File: src/rtl/drfm_sdram_pkg.sv
// Shared types and constants for the DRFM SDRAM port arbiter.
package drfm_sdram_pkg;

    localparam int ADDR_W_DEF = 25;
    localparam int DATA_W_DEF = 16;

    typedef logic [1:0] gnt_state_t;

    localparam gnt_state_t ST_IDLE   = 2'd0;
    localparam gnt_state_t ST_GNT_WR = 2'd1;
    localparam gnt_state_t ST_GNT_RD = 2'd2;

    localparam logic LAST_RD = 1'b0;
    localparam logic LAST_WR = 1'b1;

    localparam logic [1:0] AV_BE_N_IDLE = 2'b11;
    localparam logic [1:0] AV_BE_N_READ = 2'b00;

    // On a simultaneous request the side that did not hold the last grant wins.
    function automatic gnt_state_t tie_winner(input logic last_gnt);
        return (last_gnt == LAST_RD) ? ST_GNT_WR : ST_GNT_RD;
    endfunction

endpackage

File: src/rtl/drfm_updown_counter.sv
// Saturating up/down counter with a sticky flag for decrements requested at zero.
module drfm_updown_counter
#(
    parameter int  MAX_COUNT = 7,
    localparam int CNT_W     = $clog2(MAX_COUNT + 1)
)(
    input  logic             i_clk,
    input  logic             i_rst_n,
    input  logic             i_inc,
    input  logic             i_dec,
    output logic [CNT_W-1:0] o_count,
    output logic             o_underflow
);

    localparam logic [CNT_W-1:0] CNT_MAX = CNT_W'(MAX_COUNT);

    logic [CNT_W-1:0] r_count;
    logic [CNT_W-1:0] w_count_nxt;
    logic             r_underflow;
    logic             w_up;
    logic             w_down;

    assign w_up   = i_inc && (r_count != CNT_MAX);
    assign w_down = i_dec && (r_count != '0);

    // Next count: simultaneous up and down cancel out.
    always_comb begin
        w_count_nxt = r_count;
        case ({w_up, w_down})
            2'b10:   w_count_nxt = r_count + CNT_W'(1);
            2'b01:   w_count_nxt = r_count - CNT_W'(1);
            default: w_count_nxt = r_count;
        endcase
    end

    // Count and sticky underflow registers.
    always_ff @(posedge i_clk or negedge i_rst_n) begin
        if (!i_rst_n) begin
            r_count     <= '0;
            r_underflow <= 1'b0;
        end else begin
            r_count <= w_count_nxt;
            if (i_dec && (r_count == '0)) begin
                r_underflow <= 1'b1;
            end
        end
    end

    assign o_count     = r_count;
    assign o_underflow = r_underflow;

endmodule

File: src/rtl/drfm_sdram_arbiter.sv
// Shares one Avalon-MM SDRAM controller port between the capture writer and playback reader.
module drfm_sdram_arbiter
    import drfm_sdram_pkg::*;
#(
    parameter int  ADDR_W      = ADDR_W_DEF,
    parameter int  DATA_W      = DATA_W_DEF,
    parameter int  BURST_MAX   = 8,
    parameter int  MAX_PENDING = 7,
    localparam int PEND_W      = $clog2(MAX_PENDING + 1)
)(
    input  logic              clk_clk,
    input  logic              reset_reset_n,
    input  logic              wr_req,
    input  logic [ADDR_W-1:0] wr_addr,
    input  logic [DATA_W-1:0] wr_data,
    input  logic [1:0]        wr_be,
    output logic              wr_ack,
    input  logic              rd_req,
    input  logic [ADDR_W-1:0] rd_addr,
    output logic              rd_ack,
    output logic [DATA_W-1:0] rd_data,
    output logic              rd_valid,
    output logic [PEND_W-1:0] rd_pending,
    output logic              rd_err,
    output logic [ADDR_W-1:0] av_address,
    output logic [1:0]        av_byteenable_n,
    output logic              av_chipselect,
    output logic [DATA_W-1:0] av_writedata,
    output logic              av_read_n,
    output logic              av_write_n,
    input  logic [DATA_W-1:0] av_readdata,
    input  logic              av_readdatavalid,
    input  logic              av_waitrequest
);

    localparam int               BCNT_W     = $clog2(BURST_MAX + 1);
    localparam logic [BCNT_W-1:0] BURST_LAST = BCNT_W'(BURST_MAX - 1);
    localparam logic [PEND_W-1:0] PEND_LIMIT = PEND_W'(MAX_PENDING);

    gnt_state_t        r_state;
    gnt_state_t        w_state_nxt;
    logic              r_last_gnt;
    logic [BCNT_W-1:0] r_burst_cnt;
    logic              r_rd_valid;
    logic [DATA_W-1:0] r_rd_data;
    logic [PEND_W-1:0] w_rd_pending;
    logic              w_wr_cmd;
    logic              w_rd_cmd;
    logic              w_cmd;
    logic              w_accept;
    logic              w_burst_done;

    // A read is held off while the controller already has the maximum outstanding.
    assign w_wr_cmd     = (r_state == ST_GNT_WR) && wr_req;
    assign w_rd_cmd     = (r_state == ST_GNT_RD) && rd_req && (w_rd_pending < PEND_LIMIT);
    assign w_cmd        = w_wr_cmd || w_rd_cmd;
    assign w_accept     = w_cmd && !av_waitrequest;
    assign w_burst_done = w_accept && (r_burst_cnt == BURST_LAST);

    assign wr_ack = w_wr_cmd && !av_waitrequest;
    assign rd_ack = w_rd_cmd && !av_waitrequest;

    // Grant sequencing; a command stalled by waitrequest keeps the grant.
    always_comb begin
        w_state_nxt = r_state;
        case (r_state)
            ST_IDLE: begin
                if (wr_req && rd_req) begin
                    w_state_nxt = tie_winner(r_last_gnt);
                end else if (wr_req) begin
                    w_state_nxt = ST_GNT_WR;
                end else if (rd_req) begin
                    w_state_nxt = ST_GNT_RD;
                end else begin
                    w_state_nxt = ST_IDLE;
                end
            end
            ST_GNT_WR: begin
                if ((w_burst_done || !w_cmd) && rd_req) begin
                    w_state_nxt = ST_GNT_RD;
                end else if (!w_cmd) begin
                    w_state_nxt = ST_IDLE;
                end else begin
                    w_state_nxt = ST_GNT_WR;
                end
            end
            ST_GNT_RD: begin
                if ((w_burst_done || !w_cmd) && wr_req) begin
                    w_state_nxt = ST_GNT_WR;
                end else if (!w_cmd) begin
                    w_state_nxt = ST_IDLE;
                end else begin
                    w_state_nxt = ST_GNT_RD;
                end
            end
            default: w_state_nxt = ST_IDLE;
        endcase
    end

    // State, last-grant memory and per-grant accept counter.
    always_ff @(posedge clk_clk or negedge reset_reset_n) begin
        if (!reset_reset_n) begin
            r_state     <= ST_IDLE;
            r_last_gnt  <= LAST_RD;
            r_burst_cnt <= '0;
        end else begin
            r_state <= w_state_nxt;
            if (w_state_nxt == ST_GNT_WR) begin
                r_last_gnt <= LAST_WR;
            end else if (w_state_nxt == ST_GNT_RD) begin
                r_last_gnt <= LAST_RD;
            end
            if (w_state_nxt != r_state) begin
                r_burst_cnt <= '0;
            end else if (w_accept && (r_burst_cnt != BURST_LAST)) begin
                r_burst_cnt <= r_burst_cnt + BCNT_W'(1);
            end
        end
    end

    // Avalon command mux; undriven cycles present the idle bus pattern.
    always_comb begin
        av_chipselect   = 1'b0;
        av_read_n       = 1'b1;
        av_write_n      = 1'b1;
        av_byteenable_n = AV_BE_N_IDLE;
        av_address      = '0;
        av_writedata    = '0;
        if (w_wr_cmd) begin
            av_chipselect   = 1'b1;
            av_write_n      = 1'b0;
            av_byteenable_n = ~wr_be;
            av_address      = wr_addr;
            av_writedata    = wr_data;
        end else if (w_rd_cmd) begin
            av_chipselect   = 1'b1;
            av_read_n       = 1'b0;
            av_byteenable_n = AV_BE_N_READ;
            av_address      = rd_addr;
        end else begin
            av_chipselect   = 1'b0;
        end
    end

    // Read return path, one register stage.
    always_ff @(posedge clk_clk or negedge reset_reset_n) begin
        if (!reset_reset_n) begin
            r_rd_valid <= 1'b0;
            r_rd_data  <= '0;
        end else begin
            r_rd_valid <= av_readdatavalid;
            if (av_readdatavalid) begin
                r_rd_data <= av_readdata;
            end
        end
    end

    drfm_updown_counter #(
        .MAX_COUNT (MAX_PENDING)
    ) u_rd_pending (
        .i_clk       (clk_clk),
        .i_rst_n     (reset_reset_n),
        .i_inc       (rd_ack),
        .i_dec       (av_readdatavalid),
        .o_count     (w_rd_pending),
        .o_underflow (rd_err)
    );

    assign rd_pending = w_rd_pending;
    assign rd_valid   = r_rd_valid;
    assign rd_data    = r_rd_data;

endmodule

File: config.mk
export PLATFORM = sky130hd
export DESIGN_NAME = drfm_sdram_arbiter
export DESIGN_NICKNAME = d
export VERILOG_FILES = /design/src/rtl/drfm_sdram_pkg.sv /design/src/rtl/drfm_updown_counter.sv /design/src/rtl/drfm_sdram_arbiter.sv
export SDC_FILE = /design/constraint.sdc
export NUM_CORES = 1
export LEC_CHECK = 0
export BUFFER_PORTS_ARGS = -buffer_cell sky130_fd_sc_hd__buf_2
export CAP_MARGIN = 10
export CORE_UTILIZATION = 40
export DETAILED_ROUTE_END_ITERATION = 6
export PLACE_DENSITY_LB_ADDON = 0.12
export SETUP_SLACK_MARGIN = 0.05
export SLEW_MARGIN = 25
export SYNTH_ARGS = -nofsm -noshare
export SYNTH_HDL_FRONTEND = slang
export SYNTH_SLANG_ARGS = --single-unit
File: constraint.sdc
create_clock -name clk_clk -period 3.6 [get_ports clk_clk]
set_input_delay 0.72 -clock clk_clk [delete_from_list [all_inputs] [get_ports clk_clk]]
set_output_delay 0.72 -clock clk_clk [all_outputs]
set_load 0.02 [all_outputs]
After elaboration in Yosys (flattened, before gate mapping)
Index checks and enable logic that the tools add are counted.

operators by class
  add/sub/neg operators = 3
  order comparisons = 1
  equal/unequal tests = 10
  muxes and demuxes = 24
  bitwise gates (word level) = 1
  reduce and logical (&&, ||, !) cells = 24

operator list
  operator             number
  $mux 25              2
  $mux 2               9
  $mux 16              1
  $logic_and 1x1->1    14
  $mux 1               8
  $mux 4               2
  $eq 2x1->1 const B   3
  $eq 2x2->1 const B   3
  $pmux 2 s3           1
  $pmux 3 s2           1
  $reduce_bool 2->1    3
  $add 4x1->4 const B  1
  $eq 4x3->1 const B   1
  $ne 4x3->1 const B   1
  $add 3x1->3 const B  1
  $logic_not 3->1      1
  $lt 3x3->1 const B   1
  $ne 3x3->1 const B   1
  $reduce_bool 3->1    1
  $sub 3x1->3 const B  1
  $logic_not 1->1      2
  $logic_not 2->1      1
  $logic_or 1x1->1     2
  $ne 2x2->1           1
  $not 2->2            1

word-level totals
  register bits after elaboration = 28
  input port bits = 90

Longest topological paths before layout
Gate-level depths: netlist of the first run.

  depth in word-level cells = 13
  depth in mapped cells = 9

By module
A second synthesis of the first run with hierarchy kept.

second synthesis, totals
  cells, all modules = 159
  area total of the unflattened synthesis = 1666.6 µm²

modules (own cells, without submodules)
  module               times used  cells each  area an instance (µm²)  sequential area each (µm²)
  drfm_sdram_arbiter   1           140         1455.1                  600.6
  drfm_updown_counter  1           19          211.5                   100.1

Least setup slack after synthesis of the first run
OpenSTA, ideal clock, no wires.

  path kind = in2reg
  from = input av_readdatavalid
  to = register u_rd_pending.r_count[2] (netlist: u_rd_pending.o_count[2])
  library setup time = 0.080 ns
  data arrival time = 2.235 ns
  path slack = 1.286 ns
  stages = 9
  path buffers = 2
  cells stage by stage = buf_2 -> buf_2 -> nor2b_1 -> ha_1 -> inv_1 -> fa_1 -> xor2_1 -> nor2_1 -> xor2_1

between the ends
  longest elaborated chain between the ends = 3
  elaborated cells on any way between the ends = 5

ends and longest elaborated chain
  element                                                 RTL line                   RTL
  start: declaration                                      drfm_sdram_arbiter.sv:32   input logic av_readdatavalid,
  $logic_and 1x1->1 (*)                                   drfm_updown_counter.sv:24  assign w_down = i_dec && (r_count != '0);
  $eq 2x1->1 / $eq 2x2->1 (equally long branches)         drfm_updown_counter.sv:29  case ({w_up, w_down})
  $pmux 3 s2 / $reduce_bool 2->1 (equally long branches)  n/a
  end signal: assignment                                  drfm_updown_counter.sv:42  r_count <= w_count_nxt;
  end: declaration                                        drfm_updown_counter.sv:17  logic [CNT_W-1:0] r_count;

Every way passes the cells marked *; elsewhere a longest branch is shown, timed or not.
A chain may end at the register's enable or synchronous reset.

Final worst setup path of the first run
  from = input wr_req
  to = output av_address[0]

between the ends
  longest elaborated chain between the ends = 2

ends and longest elaborated chain
  element             RTL line                   RTL
  start: declaration  drfm_sdram_arbiter.sv:13   input logic wr_req,
  $logic_and 1x1->1   drfm_sdram_arbiter.sv:54   assign w_wr_cmd = (r_state == ST_GNT_WR) && wr_req;
  $mux 25             drfm_sdram_arbiter.sv:129  if (w_wr_cmd) begin
  end: declaration    drfm_sdram_arbiter.sv:25   output logic [ADDR_W-1:0] av_address,

Every way passes these cells.

==> metrics.md, run 1 <==
| Metric | Value |
|---|---|
| Outcome | `finished, final reports clean` |
| Max Fclk | `0.363 GHz` |
| #FFs+latches synth | `28` |
| Max-cap viol count | `0` |
| Post-CTS Resized | `0` |
| Routed vias | `1790` |
| Number of diodes | `0` |
| Final WL | `4730 um` |
| Net count, final | `407` |
| DR iter-0 viols | `62` |
| # H-tree levels | `1` |
| TNS Setup | `0 ps` |
| Sequential area share after synthesis | `41.3%` |
| Worst-case clock skew | `1.36 ps` |
| Critical Path RT | `2880 ps` |
| HP Class | `in -> async` |
| Post-synthesis instance area | `0.00170 sq mm` |
| Arrival time at the worst endpoint | `2040 ps` |
| # IOs | `159` |
| Clk_lat worst skew | `270 ps` |
| Syn nets | `252` |
| Slew headroom | `57.2%` |
| Clk network pwr share | `17.9%` |
| Vias per cell | `4.94` |
| Clock buffer depth | `2` |
| Largest net degree at the start of global routing | `34` |
| Antenna violation net count after detailed routing | `0` |
| Core Area | `0.00403 sq mm` |
| Setup Buffers After CTS | `0` |
| Area of the die | `0.00451 sq mm` |
| GR Overflow Total | `0` |
| Total CTS buffers | `3` |
| Combinational power share | `51.0%` |
| Initial Util | `42.1%` |
| Routed wire per std cell | `13.1 um` |
| First-pass GRT wire length | `6910 um` |
| Pleak | `1.44 nW` |
| Ys async rst share | `100%` |
| Maximum fanout along the worst path | `33` |
| Worst-Margin Slew | `640 ps` |
| Reg power frac | `31.1%` |
| Layout cells sized above 1 | `60.6%` |
| # rows | `23` |
| Post-layout util | `64.2%` |
| Die Span Y | `67.1 um` |
| Synth Warn # | `0` |
| Clk sinks | `28` |
| # DRC | `0` |
| Width of the die | `67.1 um` |
| Vias in the first global route | `1603` |
| Switch share | `40.7%` |
| IO Port Bufs | `158` |
| Clk pin slew, worst setup/hold paths | `90 ps` |
| CTS tree | `done` |
| Post-synthesis cell type count | `38` |
| Final Cycle Share | `76.6%` |
| Gate Count Post-Synth | `158` |
| Pwr Density | `525 mW/mm^2` |
| Endpoints failing setup | `0` |
| Final Hold Vio Count | `0` |
| All-Layer GR Usage | `19.9%` |
| Max VDD drop | `0.360 mV` |
| Post-synth EDFFs | `0` |
| Mean Syn Cell Area | `10.7 sq um` |
| Clock root buffer | `clkbuf_8` |
| Final Max Tran Viols | `0` |
| RSZ-0062 raised after global routing | `false` |
| P_int | `0.805 mW` |
| P_sw | `0.553 mW` |
| Drt pass-1 iters | `4` |
| Hold-fix buffers, CTS | `0` |
| CP endpoint kind | `output port` |
| Hpwl dp | `3840 um` |
| Startpoint type of the worst setup path | `input port` |
| Top FF cell, synth | `dfrtp_1` |
| Area delta synth->final | `52.4%` |
| GP Congestion | `0.849` |
| Initial antenna violation count | `0` |
| Min Tclk post-route | `2760 ps` |
| Setup Crit Path Kind | `in -> out` |
cells in the mapped netlist (3+ instances only):
cell type   n  share of area, %
a21oi_1     8               2.4
a22o_1     25                13
and2_1     17               6.3
buf_2       3              0.88
buf_4       3               1.3
clkbuf_1    3              0.66
dfrtp_1    28                41
ha_1        3               2.2
inv_1       5               1.1
mux2_2     17                11
nand2_1     4              0.88
nor2_1      5               1.1
o31ai_1     3               1.3
xor2_1      3               1.5
metal layers:
| layer | global-route usage (%) | vias to the layer above | routed length [um] |
|---|---|---|---|
| met5 | 0 | - | 0 |
| met4 | 2.39 | 0 | 9 |
| met3 | 3.77 | 2 | 314 |
| met2 | 36.6 | 76 | 2390 |
| met1 | 24.5 | 831 | 2020 |
| li1 | - | 881 | - |
critical path, stage by stage:
cell and delay (ps):
buf_2 130, nand2_1 90, nor2_4 510, buf_4 280, a22o_1 150, buf_2 160
power by group through the flow:
stage | clock network, mW | logic (mW) | registers (mW)
4_1_cts | 0.249 | 0.699 | 0.423
3_5_place_dp | 0 | 0.698 | 0.429
6_report | 0.243 | 0.693 | 0.422
2_1_floorplan | 0 | 0.424 | 0.473
5_1_grt | 0.256 | 0.761 | 0.431
3_3_place_gp | 0 | 0.689 | 0.427
layout by cell type, fill, tap and decap left out, drive strengths merged, types with 3 or more instances in the layout:
| master | instances |
|---|---|
| mux2 | 17 |
| inv | 6 |
| dfrtp | 28 |
| nor2 | 6 |
| a22o | 25 |
| and2 | 17 |
| xor2 | 3 |
| ha | 3 |
| a21oi | 9 |
| buf | 160 |
| clkbuf | 3 |
| nand2 | 4 |
| o31ai | 3 |
stage by stage:
step	total power, mW	hold WS (ps)	instance area, sq um	cells	worst slack, ps
floorplan	0.897	424	1700	158	1290
global placement	1.12	434	2510	358	889
detailed placement	1.13	449	2510	358	836
CTS	1.37	464	2580	362	835
global route	1.45	474	2580	362	669
finish	1.36	444	2580	362	842
cells by family (layout without fill, tap and decap cells):
family	Yosys count	count (layout)	share of synthesized area [%]
XOR/XNOR	4	4	2.07
AO/OA/AOI/OAI	45	45	21.5
adder cells (fa/ha/maj)	4	4	3.39
buffers and inverters	17	171	5.01
AND/OR/NAND/NOR	42	42	14.8
multiplexers	18	18	11.9
flip-flops	28	28	41.3
sequential cells by signal (all words and copies together), names as in the netlist:
name	flops
rd_data	16
r_burst_cnt	4
u_rd_pending.o_count	3
r_state	2
r_last_gnt	1
rd_valid	1
u_rd_pending.o_underflow	1
worst paths after layout:
path / from / slack, ps / to / cells after the start
setup / recovery: wr_req / 840 / av_address[0] / 6
hold / removal: reset_reset_n / 440 / rd_data[1]$_DFFE_PN0P_ / 1
setup reg to reg: r_state[0]$_DFF_PN0_ / 1340 / r_last_gnt$_DFFE_PN0P_ / 8
hold reg to reg: u_rd_pending.o_underflow$_DFFE_PN0P_ / 470 / u_rd_pending.o_underflow$_DFFE_PN0P_ / 1
max in group asynchronous: reset_reset_n / 2770 / r_burst_cnt[0]$_DFFE_PN0P_ / 1
min in group clk_clk: u_rd_pending.o_underflow$_DFFE_PN0P_ / 470 / u_rd_pending.o_underflow$_DFFE_PN0P_ / 1
layout make-up:
| class | count | area (sq um) |
|---|---|---|
| clock inverters | 1 | 30.0 |
| multi-input cells | 113 | 913 |
| well taps | 50 | 62.6 |
| fillers | 384 | 1440 |
| flip-flops and latches | 28 | 701 |
| inverters | 7 | 31.3 |
| clock buffers | 3 | 41.3 |
| repair buffers | 160 | 806 |
Power figures use the tool's default switching activity.
==> run 2, diff against run 1 <==
--- a/config.mk
+++ b/config.mk
@@ -7,7 +7,7 @@
 export LEC_CHECK = 0
 export BUFFER_PORTS_ARGS = -buffer_cell sky130_fd_sc_hd__buf_2
 export CAP_MARGIN = 10
-export CORE_UTILIZATION = 40
+export CORE_UTILIZATION = 33
 export DETAILED_ROUTE_END_ITERATION = 6
 export PLACE_DENSITY_LB_ADDON = 0.12
 export SETUP_SLACK_MARGIN = 0.05
==> constraint.sdc (replaced) <==
create_clock -name clk_clk -period 2.3 [get_ports clk_clk]
set_input_delay 0.46 -clock clk_clk [delete_from_list [all_inputs] [get_ports clk_clk]]
set_output_delay 0.46 -clock clk_clk [all_outputs]
set_load 0.02 [all_outputs]
==> run 2 against run 1 <==
Against the previous run:
- sequential share of layout area fell by 0.46 points
- largest cell class unchanged
- critical path depth decreased by 1
- core utilization decreased by 9.9 points
==> metrics.md, run 2 (synthesized netlist as in run 1, its figures left out) <==
| Metric | Value |
|---|---|
| Min Tclk post-route | `2150 ps` |
| Vias in the first global route | `1481` |
| Slew headroom | `58.4%` |
| DR iter-0 viols | `62` |
| # H-tree levels | `1` |
| Routed wire per std cell | `13.4 um` |
| Setup Buffers After CTS | `0` |
| Final hold slack | `192 ps` |
| Die Span Y | `73.7 um` |
| RSZ-0062 raised after global routing | `false` |
| Largest register FFs | `16` |
| Vias per cell | `4.73` |
| CP Cell Sequence | `nand3b_1, nor2_4, buf_8, a22o_1, buf_2` |
| Worst-Margin Slew | `624 ps` |
| Area of the die | `0.00543 sq mm` |
| Maximum fanout along the worst path | `25` |
| Max Fclk | `0.465 GHz` |
| Met3 wire length | `254 um` |
| Final Max Tran Viols | `0` |
| First-pass GRT wire length | `7000 um` |
| Routed wl met2 | `2660 um` |
| Hold-fix buffers, CTS | `0` |
| Max VDD drop | `0.318 mV` |
| Max Used Layer | `met4` |
| Width of the die | `73.7 um` |
| CTS tree | `done` |
| CP bufs+invs | `2` |
| Clk network pwr share | `14.3%` |
| All-Layer GR Usage | `16.9%` |
| Arrival time at the worst endpoint | `1690 ps` |
| Hpwl dp | `4180 um` |
| GR Overflow Total | `0` |
| Routed vias | `1802` |
| RR Endpoint | `r_last_gnt$_DFFE_PN0P_` |
| # rows | `25` |
| Clk sinks | `28` |
| Worst-case clock skew | `7.36 ps` |
| Dpl ws | `215 ps` |
| Number of diodes | `0` |
| Layout cells sized above 1 | `60.8%` |
| TNS Setup | `0 ps` |
| Clock buffer depth | `2` |
| P_int | `1.20 mW` |
| Critical Path RT | `1840 ps` |
| Setup Crit Path Kind | `reg -> out` |
| Post-Layout Cell Count | `381` |
| Core Area | `0.00485 sq mm` |
| GP Congestion | `0.812` |
| # IOs | `159` |
| Reg power frac | `31.7%` |
| CP endpoint kind | `output port` |
| Reg-to-reg setup timing slack | `230 ps` |
| Antenna violation net count after detailed routing | `0` |
| Multi-input logic area | `918 sq um` |
| Crit-path max cell delay | `450 ps` |
| Final WL | `5090 um` |
| Net count, final | `409` |
| Slowest CP cell | `dfrtp_1` |
| Switch share | `42.2%` |
| Total CTS buffers | `3` |
| Startpoint type of the worst setup path | `register` |
| HP Class | `in -> async` |
| Post-CTS Resized | `0` |
| Clk_lat worst skew | `270 ps` |
| Initial Util | `35.0%` |
| IO Port Bufs | `158` |
| Largest delay share family, worst path | `flip-flops` |
| Clock root buffer | `clkbuf_8` |
| Reg2reg start | `r_burst_cnt[0]$_DFFE_PN0P_` |
| Leading cell type in the layout, fill and taps excluded | `buf_2` |
| Inst Count DP | `377` |
| P_sw | `0.878 mW` |
| Pleak | `1.45 nW` |
| Setup ws final | `148 ps` |
| Max-cap viol count | `0` |
| Met1 wire length | `2150 um` |
| Initial antenna violation count | `0` |
| Largest net degree at the start of global routing | `44` |
| Clk pin slew, worst setup/hold paths | `90 ps` |
| Cell count of the worst reg-to-reg path | `6` |
| Register area | `701 sq um` |
| Final Hold Vio Count | `0` |
| Combinational power share | `54.0%` |
| Filler Cell Count | `450` |
| Endpoints failing setup | `0` |
| Final Cycle Share | `93.6%` |
| Most frequent cells in the layout | `buf_2, dfrtp_1, a22o_1, and2_1, mux2_2` |
| Outcome | `finished, final reports clean` |
| Pwr Density | `791 mW/mm^2` |
| Drt pass-1 iters | `4` |
| # DRC | `0` |
| Area delta synth->final | `55.0%` |
-- run 2: final cells by class --
class                           instances  share of cell area [%]
Clock buffer                            4                    2.09
Inverter                                7                    1.19
Multi-Input combinational cell        113                    34.9
Sequential cell                        28                    26.6
Tap cell                               67                    3.19
Timing Repair Buffer                  162                    32.0
-- run 2: worst max path at each step --
stage	cells past startpoint	from	endpoint
3_3_place_gp	6	av_waitrequest	r_last_gnt$_DFFE_PN0P_
2_1_floorplan	9	av_readdatavalid	u_rd_pending.o_count[2]$_DFFE_PN0P_
3_5_place_dp	6	av_waitrequest	r_last_gnt$_DFFE_PN0P_
4_1_cts	5	r_state[0]$_DFF_PN0_	av_address[0]
5_1_grt	5	r_state[0]$_DFF_PN0_	av_address[9]
6_report	5	r_state[0]$_DFF_PN0_	av_address[9]
-- run 2: layer usage --
metal | up-vias | track usage [%]
li1 | 887 | -
met1 | 846 | 21.5
met2 | 65 | 29.7
met3 | 4 | 3.29
met4 | 0 | 3.21
met5 | - | 0
-- run 2: stage by stage --
stage / power, mW / util, % / cell area [sq um]
after CTS: 2.09 / 54.0 / 2620
after detailed placement: 1.79 / 52.9 / 2560
after global routing: 2.22 / 54.2 / 2630
after floorplan: 1.40 / - / 1700
final: 2.08 / 54.2 / 2630
after global placement: 1.78 / 52.9 / 2560
-- run 2: worst reg2reg max path: stages, from the launching register on --
cell and delay, ps:
dfrtp_1 410, ha_1 240, and4bb_2 280, a21o_1 190, a211oi_1 300, ha_1 290, mux2_2 270
-- run 2: power groups by stage --
stage	clock network, mW	registers [mW]	logic [mW]
final	0.297	0.659	1.12
after global routing	0.319	0.674	1.22
after CTS	0.310	0.660	1.12
after detailed placement	0	0.670	1.12
after global placement	0	0.668	1.11
after floorplan	0	0.740	0.664
==> run 3, diff against run 2 <==
--- a/config.mk
+++ b/config.mk
@@ -14,4 +14,5 @@
 export SLEW_MARGIN = 25
 export SYNTH_ARGS = -nofsm -noshare
 export SYNTH_HDL_FRONTEND = slang
+export SYNTH_HIERARCHICAL = 1
 export SYNTH_SLANG_ARGS = --single-unit
==> run 3 against run 2 <==
Against the previous run:
- highest routed layer unchanged
- global-route usage decreased by 0.076 points
- critical endpoint is now av_address[0]
- power up 1.9%
- critical path depth stayed put
- register-to-register slack worse by 60 ps
- die area shrank 1.7%
- largest cell class unchanged
- non-clock buffer count grew 3
- sequential share of layout area shrank 0.28 points
- sequential power is 0.6% lower
- clock skew fell by 4.5 ps
- cell count grew 1.6%
- first-iteration DRC count is 4.8% lower
- synthesized area down 1.8%
==> metrics.md, run 3 <==
| Metric | Value |
|---|---|
| Outcome | `finished, final reports clean` |
| Post-synth top area share | `42.0%` |
| Die Span Y | `73.1 um` |
| Vias in the first global route | `1580` |
| Final Max Tran Viols | `0` |
| # H-tree levels | `1` |
| Synth Warn # | `6` |
| Pleak | `1.46 nW` |
| Mean Syn Cell Area | `10.5 sq um` |
| Area of the die | `0.00534 sq mm` |
| Filler Cell Count | `442` |
| Slowest CP cell | `dfrtp_2` |
| Drt pass-1 iters | `4` |
| Arrival time at the worst endpoint | `1690 ps` |
| Width of the die | `73.1 um` |
| Clk_lat worst skew | `270 ps` |
| DR iter-0 viols | `59` |
| Combinational family with the most area after synthesis | `compound AO/OA/AOI/OAI gates` |
| Final hold slack | `186 ps` |
| Worst-Margin Slew | `604 ps` |
| # DRC | `0` |
| Startpoint type of the worst setup path | `register` |
| Syn nets | `253` |
| Net count, final | `415` |
| # rows | `25` |
| Number of diodes | `0` |
| Endpoints failing setup | `0` |
| Routed vias | `1804` |
| Pwr Total | `2.12 mW` |
| Leading area contributor after synthesis | `dfrtp_1` |
| Initial Util | `34.8%` |
| Ys async rst share | `100%` |
| #FFs+latches synth | `28` |
| CP bufs+invs | `2` |
| Final Hold Vio Count | `0` |
| CTS tree | `done` |
| Top-count cell post-synth | `dfrtp_1` |
| Max Fclk | `0.465 GHz` |
| IO Port Bufs | `158` |
| Total CTS buffers | `3` |
| Dpl ws | `80.8 ps` |
| Largest delay share family, worst path | `flip-flops` |
| Hold-fix buffers, CTS | `0` |
| Sequential area share after synthesis | `42.0%` |
| Post-synthesis instance area | `0.00167 sq mm` |
| CP Cell Sequence | `and3_2, nor2_4, buf_8, a22o_1, buf_2` |
| RSZ-0062 raised after global routing | `true` |
| Initial antenna violation count | `0` |
| GP Congestion | `0.794` |
| Setup Buffers After CTS | `0` |
| Largest net degree at the start of global routing | `32` |
| Post-synth EDFFs | `0` |
| Setup Crit Path Kind | `reg -> out` |
| Top FF cell, synth | `dfrtp_1` |
| Min Tclk post-route | `2150 ps` |
| Gate Count Post-Synth | `159` |
| Synth Area in Adders | `3.45%` |
| Setup ws final | `149 ps` |
| Clk pin slew, worst setup/hold paths | `90 ps` |
| Hpwl dp | `3910 um` |
| Maximum fanout along the worst path | `27` |
| Core Area | `0.00479 sq mm` |
| Largest register FFs | `16` |
| All-Layer GR Usage | `16.8%` |
| HP Class | `in -> async` |
| Post-synthesis xor/xnor area fraction | `1.58%` |
| Antenna violation net count after detailed routing | `0` |
| Clk sinks | `28` |
| Clock buffer depth | `2` |
| Leading cell type in the layout, fill and taps excluded | `buf_2` |
| GR Overflow Total | `0` |
| # IOs | `159` |
| Max-cap viol count | `0` |
| Clock root buffer | `clkbuf_8` |
| Crit-path max cell delay | `450 ps` |
| Layout cells sized above 1 | `61.9%` |
| Worst-case clock skew | `2.86 ps` |
| Vias per cell | `4.66` |
| Largest cells by area after synthesis | `dfrtp_1, a22o_1, mux2_2, and2_1, ha_1` |
| Final Cycle Share | `93.5%` |
| Slew headroom | `59.7%` |
| Max VDD drop | `0.466 mV` |
| Critical Path RT | `1840 ps` |
| Synth cell count leaders | `dfrtp_1, a22o_1, and2_1, mux2_2, clkbuf_1` |
| Simple-Gate Fraction of Synth Area | `17.6%` |
| Pwr Density | `794 mW/mm^2` |
| Area delta synth->final | `60.1%` |
| Routed wire per std cell | `12.4 um` |
| First-pass GRT wire length | `7090 um` |
| Most frequent cells in the layout | `buf_2, dfrtp_1, a22o_1, and2_1, mux2_2` |
| Proportion of synthesized area in mux cells | `12.1%` |
| Final WL | `4810 um` |
| Post-synthesis cell type count | `37` |
| Compound-Gate Fraction of Synth Area | `19.6%` |
| CP endpoint kind | `output port` |
| TNS Setup | `0 ps` |
## run 3: worst paths after layout
path	slack (ps)	cells past startpoint	from	to
worst min register to register	480	1	u_rd_pending/o_underflow$_DFFE_PN0P_	u_rd_pending/o_underflow$_DFFE_PN0P_
min in group clk_clk	410	2	av_readdata[11]	rd_data[11]$_DFFE_PN0P_
worst max-delay path	150	5	u_rd_pending/o_count[0]$_DFFE_PN0P_	av_address[0]
max in group asynchronous	1680	1	reset_reset_n	u_rd_pending/o_count[2]$_DFFE_PN0P_
worst max register to register	170	7	r_burst_cnt[0]$_DFFE_PN0P_	r_last_gnt$_DFFE_PN0P_
worst min-delay path	190	1	reset_reset_n	rd_data[12]$_DFFE_PN0P_
## run 3: cell families after synthesis
kind of cell,after synthesis
adders and majority gates,4
buffers and inverters,16
AOI/OAI and AO/OA,43
and+or+nand+nor,47
muxes,18
xor gates and xnor gates,3
DFF,28
## run 3: stage by stage
step | std cells | utilization [%] | instance area [sq um]
global route | 387 | 55.7 | 2670
floorplan | 159 | - | 1680
global placement | 383 | 53.9 | 2580
finish | 387 | 55.7 | 2670
CTS | 387 | 55.4 | 2650
detailed placement | 383 | 53.9 | 2580
## run 3: layer usage
metal | vias to the layer above | wire (um) | track usage, %
li1 | 908 | - | -
met1 | 814 | 2020 | 23.0
met2 | 80 | 2400 | 27.5
met3 | 2 | 368 | 3.45
met4 | 0 | 21 | 3.27
met5 | - | 0 | 0
## run 3: area by class of cell
cell class	count	area, sq um	share of cell area, %
well taps	67	83.8	3.14
repair buffers	165	855	32.0
clock inverters	1	30.0	1.13
inverters	8	30.0	1.13
multi-input cells	115	925	34.7
flip-flops and latches	28	703	26.4
clock buffers	3	41.3	1.55
## run 3: what timing repair did
action	CTS	global route
endpoints found under the setup margin	3	25
resized for setup	1	5
pin swaps	0	0
## run 3: power breakdown
group / total, mW / internal (mW) / switching (mW)
sequential: 0.655 / 0.585 / 0.0709
clock: 0.376 / 0.233 / 0.143
combinational: 1.09 / 0.457 / 0.630
